### src/rtl/seq_divider_hs.sv
// Iterative radix-2 restoring divider with valid/ready handshakes, signed/unsigned
// modes, divide-by-zero and signed-overflow fast paths, and a synchronous flush.
module seq_divider_hs #(
   parameter int WIDTH = 32
) (
   input  logic             clk,
   input  logic             rst,
   input  logic             flush,
   input  logic             in_valid,
   output logic             in_ready,
   input  logic             is_unsigned,
   input  logic [WIDTH-1:0] dividend,
   input  logic [WIDTH-1:0] divisor,
   output logic             out_valid,
   input  logic             out_ready,
   output logic [WIDTH-1:0] quotient,
   output logic [WIDTH-1:0] remainder,
   output logic             div_by_zero,
   output logic             overflow
);

   localparam int               CNT_W      = $clog2(WIDTH);
   localparam logic [WIDTH-1:0] ZERO_C     = {WIDTH{1'b0}};
   localparam logic [WIDTH-1:0] ONES_C     = {WIDTH{1'b1}};
   localparam logic [WIDTH-1:0] ONE_C      = {{(WIDTH-1){1'b0}}, 1'b1};
   localparam logic [WIDTH-1:0] MIN_C      = {1'b1, {(WIDTH-1){1'b0}}};
   localparam logic [CNT_W-1:0] CNT_ZERO_C = {CNT_W{1'b0}};
   localparam logic [CNT_W-1:0] CNT_ONE_C  = {{(CNT_W-1){1'b0}}, 1'b1};
   localparam logic [CNT_W-1:0] CNT_LOAD_C = CNT_W'(WIDTH - 1);

   typedef enum logic [2:0] {
      ST_IDLE = 3'd0,
      ST_PREP = 3'd1,
      ST_ITER = 3'd2,
      ST_FIX  = 3'd3,
      ST_DONE = 3'd4
   } state_t;

   state_t           state_r;
   logic             idle_r;
   logic             uns_r;
   logic [WIDTH-1:0] dvd_r;
   logic [WIDTH-1:0] dvs_r;
   logic [WIDTH-1:0] pr_r;
   logic [CNT_W-1:0] cnt_r;
   logic             neg_q_r;
   logic             neg_r_r;
   logic [WIDTH-1:0] quotient_r;
   logic [WIDTH-1:0] remainder_r;
   logic             out_valid_r;
   logic             dbz_r;
   logic             ovf_r;

   logic [WIDTH:0]   shift_s;
   logic [WIDTH:0]   trial_s;
   logic             dvd_neg_s;
   logic             dvs_neg_s;
   logic [WIDTH-1:0] dvd_mag_s;
   logic [WIDTH-1:0] dvs_mag_s;
   logic [WIDTH-1:0] q_fix_s;
   logic [WIDTH-1:0] r_fix_s;
   logic             div_zero_s;
   logic             sgn_ovf_s;

   // Datapath: one restoring step, operand magnitudes, sign fix-up and fast-path detection.
   always_comb begin
      shift_s    = {pr_r, dvd_r[WIDTH-1]};
      trial_s    = shift_s - {1'b0, dvs_r};
      dvd_neg_s  = ~uns_r & dvd_r[WIDTH-1];
      dvs_neg_s  = ~uns_r & dvs_r[WIDTH-1];
      dvd_mag_s  = dvd_neg_s ? (~dvd_r + ONE_C) : dvd_r;
      dvs_mag_s  = dvs_neg_s ? (~dvs_r + ONE_C) : dvs_r;
      q_fix_s    = neg_q_r ? (~dvd_r + ONE_C) : dvd_r;
      r_fix_s    = neg_r_r ? (~pr_r + ONE_C) : pr_r;
      div_zero_s = (dvs_r == ZERO_C);
      sgn_ovf_s  = ~uns_r & (dvd_r == MIN_C) & (dvs_r == ONES_C);
   end

   // Control FSM and all registered state; dvd_r doubles as the quotient shift register.
   always_ff @(posedge clk or posedge rst) begin
      if (rst) begin
         state_r     <= ST_IDLE;
         idle_r      <= 1'b1;
         uns_r       <= 1'b0;
         dvd_r       <= ZERO_C;
         dvs_r       <= ZERO_C;
         pr_r        <= ZERO_C;
         cnt_r       <= CNT_ZERO_C;
         neg_q_r     <= 1'b0;
         neg_r_r     <= 1'b0;
         quotient_r  <= ZERO_C;
         remainder_r <= ZERO_C;
         out_valid_r <= 1'b0;
         dbz_r       <= 1'b0;
         ovf_r       <= 1'b0;
      end else if (flush) begin
         state_r     <= ST_IDLE;
         idle_r      <= 1'b1;
         out_valid_r <= 1'b0;
         dbz_r       <= 1'b0;
         ovf_r       <= 1'b0;
      end else begin
         case (state_r)
            ST_IDLE: begin
               if (in_valid) begin
                  uns_r   <= is_unsigned;
                  dvd_r   <= dividend;
                  dvs_r   <= divisor;
                  idle_r  <= 1'b0;
                  state_r <= ST_PREP;
               end else begin
                  idle_r  <= 1'b1;
               end
            end
            ST_PREP: begin
               if (div_zero_s) begin
                  quotient_r  <= ONES_C;
                  remainder_r <= dvd_r;
                  dbz_r       <= 1'b1;
                  state_r     <= ST_DONE;
               end else if (sgn_ovf_s) begin
                  quotient_r  <= MIN_C;
                  remainder_r <= ZERO_C;
                  ovf_r       <= 1'b1;
                  state_r     <= ST_DONE;
               end else begin
                  dvd_r   <= dvd_mag_s;
                  dvs_r   <= dvs_mag_s;
                  pr_r    <= ZERO_C;
                  cnt_r   <= CNT_LOAD_C;
                  neg_q_r <= dvd_neg_s ^ dvs_neg_s;
                  neg_r_r <= dvd_neg_s;
                  state_r <= ST_ITER;
               end
            end
            ST_ITER: begin
               // A clear borrow bit means the trial subtraction fits: keep it and emit a 1.
               if (!trial_s[WIDTH]) begin
                  pr_r  <= trial_s[WIDTH-1:0];
                  dvd_r <= {dvd_r[WIDTH-2:0], 1'b1};
               end else begin
                  pr_r  <= shift_s[WIDTH-1:0];
                  dvd_r <= {dvd_r[WIDTH-2:0], 1'b0};
               end
               cnt_r <= cnt_r - CNT_ONE_C;
               if (cnt_r == CNT_ZERO_C) begin
                  state_r <= ST_FIX;
               end else begin
                  state_r <= ST_ITER;
               end
            end
            ST_FIX: begin
               quotient_r  <= q_fix_s;
               remainder_r <= r_fix_s;
               state_r     <= ST_DONE;
            end
            ST_DONE: begin
               // out_valid rises one cycle after entry so both paths share the same tail.
               if (!out_valid_r) begin
                  out_valid_r <= 1'b1;
               end else if (out_ready) begin
                  out_valid_r <= 1'b0;
                  dbz_r       <= 1'b0;
                  ovf_r       <= 1'b0;
                  idle_r      <= 1'b1;
                  state_r     <= ST_IDLE;
               end else begin
                  out_valid_r <= 1'b1;
               end
            end
            default: begin
               state_r     <= ST_IDLE;
               idle_r      <= 1'b1;
               out_valid_r <= 1'b0;
               dbz_r       <= 1'b0;
               ovf_r       <= 1'b0;
            end
         endcase
      end
   end

   assign in_ready    = idle_r & ~flush;
   assign out_valid   = out_valid_r;
   assign quotient    = quotient_r;
   assign remainder   = remainder_r;
   assign div_by_zero = dbz_r;
   assign overflow    = ovf_r;

endmodule

### config.mk
export PLATFORM = sky130hd
export DESIGN_NAME = seq_divider_hs
export DESIGN_NICKNAME = d
export VERILOG_FILES = /design/src/rtl/seq_divider_hs.sv
export SDC_FILE = /design/constraint.sdc
export NUM_CORES = 1
export LEC_CHECK = 0
export CAP_MARGIN = 40
export CORE_MARGIN = 2
export CORE_UTILIZATION = 29
export DETAILED_ROUTE_END_ITERATION = 6
export SLEW_MARGIN = 20
export SYNTH_ARGS = -nofsm -noshare
export SYNTH_HDL_FRONTEND = slang
export SYNTH_SLANG_ARGS = --single-unit
### constraint.sdc
create_clock -name clk -period 16.61 [get_ports clk]
set_input_delay 4.983 -clock clk [delete_from_list [all_inputs] [get_ports clk]]
set_output_delay 4.983 -clock clk [all_outputs]
set_load 0.02 [all_outputs]
---- Word level (Yosys, flattened, before mapping) ----
Cells that the tools add are included.
storage, ports and cells
  bits in registers ....................... 175
  input bits .............................. 70
  output and inout bits ................... 68
  logic and storage cells ................. 125
operators by class
  $add $sub $neg .......................... 5
  eq/ne operators ......................... 21
  mux-type cells .......................... 52
  bitwise logic cells ..................... 13
  reductions and logical operators ........ 20
operators with widths
  kind                                                                     number
  32-bit 2-to-1 mux                                                        17
  32-bit one-hot mux with 2 select lines                                   4
  32-bit by 1-bit adder with 32-bit output, second input constant          3
  32-bit NOT                                                               3
  32-bit one-hot mux with 3 select lines                                   1
  32-bit equality test, second input constant                              2
  33-bit by 32-bit subtractor with 33-bit output                           1
  32-bit logical NOT                                                       1
  3-bit inequality test, second input constant                             7
  3-bit 2-to-1 mux                                                         6
  1-bit 2-to-1 mux                                                         16
  3-bit one-hot mux with 5 select lines                                    1
  3-bit AND reduction                                                      4
  4-bit AND reduction                                                      3
  6-bit AND reduction                                                      2
  5-bit 2-to-1 mux                                                         2
  2-bit inequality test, second input constant                             5
  5-bit one-hot mux with 2 select lines                                    1
  1-bit one-hot mux with 3 select lines                                    3
  3-bit by 2-bit equality test with 1-bit output, second input constant    2
  2-bit by 1-bit inequality test with 1-bit output, second input constant  3
  2-bit nonzero test                                                       3
  3-bit OR reduction                                                       2
  1-bit bitwise AND                                                        5
  11 further kinds                                                         14

---- Longest topological paths before layout ----
  depth in word-level cells ............... 7
  gate-level depth with buffers ........... 14
  gate-level depth less buffers ........... 12

---- Worst setup path before layout ----
OpenSTA, ideal clock, no wires.
  path kind ............................... input to output
  from .................................... in flush
  to ...................................... out in_ready
  arrival ................................. 5,456 ps
  required time ........................... 11,627 ps
  setup slack ............................. 6,171 ps
  cell stages on the path ................. 2
  path buffers ............................ 1
  path through ............................ clkbuf_1 nor2b_1
on the way
  longest elaborated chain between the ends .. 2
ends and longest elaborated chain
  item                 line  source
  start, declared      8     input logic flush,
  1-bit NOT (no line)  n/a
  1-bit bitwise AND    182   assign in_ready = idle_r & ~flush;
  end, declared        10    output logic in_ready,
Every way passes these cells.

---- Final worst setup path ----
Ends and elaborated chain as after synthesis.

==> reports/metrics.csv <==
metric,value,unit
Fin. Hold Viols,0,
Layout area overhead,20.7,%
Die X,208,µm
Yosys cell types,72,
"Cell Area, Synth",12000,µm²
Die Span Y,208,µm
Synth area leader,dfrtp_1,
DRT Pass-1 Iters,5,
layout cells sized above 1,5.67,%
VDD IR max,0.0587,mV
"commonest non-fill, non-tap cells in the layout","nand2_1 (178), dfrtp_1 (174), o21ai_0 (166)",
Initial Util,29.4,%
clk_lat worst skew,0.46,ns
synth warn,0,
I/O pin total,138,
Hold Path Stages,2,
Vias,11400,
number of enable flip-flop cells after synthesis,0,
Rel. slew slack,43.1,%
slack of the critical path,5.34,ns
Tcrit/Tclk final,67.9,%
status,"complete, no violations",
top_reg_cell synth,dfrtp_1,
Post-CTS Setup Bufs,0,
worst slew pin tran,0.854,ns
fin nets,1647,
number of global-route vias before repair,10700,
routing usage on met3,3.45,%
"most common cell after layout, fill and taps aside",nand2_1,
Crit. End Element,primary output,
Max Slew Vio Count,0,
worst path required time,11.63,ns
I/O Buffers,137,
Worst Hold Class,reg2reg,
largest net degree at the start of global routing,81,
Synth Net Count,1573,
Fmax,88.7,MHz
# rows,74,
Final min period,11.27,ns
register area share after synthesis,36.5,%
"FF+latch count, synth",175,
post-cts gate resize count,0,
Routed WL,40900,µm
largest cells by area after synthesis,"dfrtp_1 (36%), o21ai_0 (7.0%), nand2_1 (5.6%), xnor2_1 (5.2%), ha_1 (3.9%)",
Avg WL per Cell,19.6,µm
first-pass GRT wire length,63600,µm
CTS buffer count,17,
antenna violations before repair,0,
Leak,0.00579,µW
WS Path Type,in2out,
Gate Count Post-Synth,1465,
CTS tree,done,
Post-synth ARST share,100,%
Post-route DRC,0,
clock slew at reported path FFs,0.07,ns
H-tree Lvls,4,
CP Max Fanout,8,
Layout Skew,0.0276,ns
syn_area_per_cell,8.20,µm²
Fin Setup TNS,0,ns
CTS root buffer,clkbuf_16,
core area,40800,µm²
RePlAce Congestion,0.906,
TritonCTS Sinks,175,
n_diodes,0,
met1 Usage GRT,26.2,%
RSZ-0062 raised after global routing,false,
max-cap violations,0,
crit path launch type,input port,
Via density,5.48,
Place WS,5.35,ns
clock buffer depth,2,
DRT antenna net count,0,
Worst Reg2Reg Path Length in Cells,11,
GRT Total Usage,18.7,%
"Data arrival, critical path",6.29,ns
Synth top area share,36.2,%
GRT busiest layer,met2,
full die area,43100,µm²
final setup vio count,0,
Pwr per Cell Area,110,nW/µm²
Initial DRC Count,1094,
quantity of hold-fixing buffers added after cts,0,
met2 Use GR,29.1,%
DP HPWL,30500,µm
gr ovfl total,0,
==> cell families after synthesis <==
group	after synthesis	synth area share (%)
AO/OA/AOI/OAI	487	25.1
XOR/XNOR	98	7.21
adder cells (fa/ha/maj)	38	4.02
buffers and inverters	161	5.47
flip-flops	175	36.5
multiplexers	35	2.95
AND/OR/NAND/NOR	471	18.8
==> report_power, final <==
part,switching [µW],internal [µW],leakage (µW)
clock,210,218,0.000302
combinational,303,224,0.00323
sequential,149,491,0.00226
==> layout make-up <==
type	count	area [µm²]
multi-input combinational	1129	7030
clock buffer	17	425
inverter	55	211
timing repair buffer	161	1600
tap	532	666
fill	4201	26300
clock inverter	15	190
sequential	175	4380
==> registers in the layout, summed over array words and instances (netlist names) <==
name,flops
dvd_r,32
dvs_r,32
neg_q_r,1
cnt_r,5
div_by_zero,1
overflow,1
quotient,32
out_valid,1
pr_r,32
remainder,32
neg_r_r,1
idle_r,1
uns_r,1
state_r,3
==> per-stage QoR <==
| stage | util, % | cell area [µm²] | power, µW | std cells | hold WS (ns) |
|---|---|---|---|---|---|
| floorplan | - | 12000 | 990 | 1465 | 0.459 |
| global placement | 33.7 | 13800 | 1150 | 2044 | 0.462 |
| detailed placement | 33.9 | 13800 | 1160 | 2048 | 0.470 |
| CTS | 35.4 | 14500 | 1590 | 2080 | 0.487 |
| global route | 35.5 | 14500 | 1690 | 2084 | 0.513 |
| finish | 35.5 | 14500 | 1590 | 2084 | 0.479 |
==> worst max-delay path, cell delays in order <==
cell and delay (ns):
clkdlybuf4s50_1 0.53, nor2b_1 0.17, clkdlybuf4s50_1 0.61
==> final timing paths <==
path	startpoint	slack, ns	end
min reg2reg	remainder[11]	0.48	remainder[11]
max	flush	5.34	in_ready
min in group asynchronous	rst	4.93	quotient[22]
min	remainder[11]	0.48	remainder[11]
max in group asynchronous	rst	10.58	dvs_r[13]
max reg2reg	dvd_r[0]	11.82	pr_r[2]
==> Yosys cell counts (all sizes together), types with 8 or more instances <==
master and n:
o31ai 11, a22o 8, buf 26, a22oi 44
a31oi 26, nand4 13, nand2 179, ha 37
a21o 20, dfrtp 174, o211ai 9, xnor2 72
or4 17, a211oi 13, or2 8, nand2b 15
or3 27, and3 8, mux2i 32, nor2 99
nor4 15, inv 55, xor2 26, o21ai 188
o22ai 23, nand3 28, a21oi 81, a221oi 14
nor3 33, clkbuf 80
==> routing by layer <==
| metal | wire length, µm | vias up | part of all wire (%) |
|---|---|---|---|
| met2 | 18600 | 448 | 45 |
| met5 | 0 | - | 0 |
| met3 | 2850 | 55 | 7.0 |
| met1 | 18400 | 5452 | 45 |
| li1 | - | 5469 | - |
| met4 | 1070 | 0 | 2.6 |
Note: power is estimated with default switching activity, not from simulation.
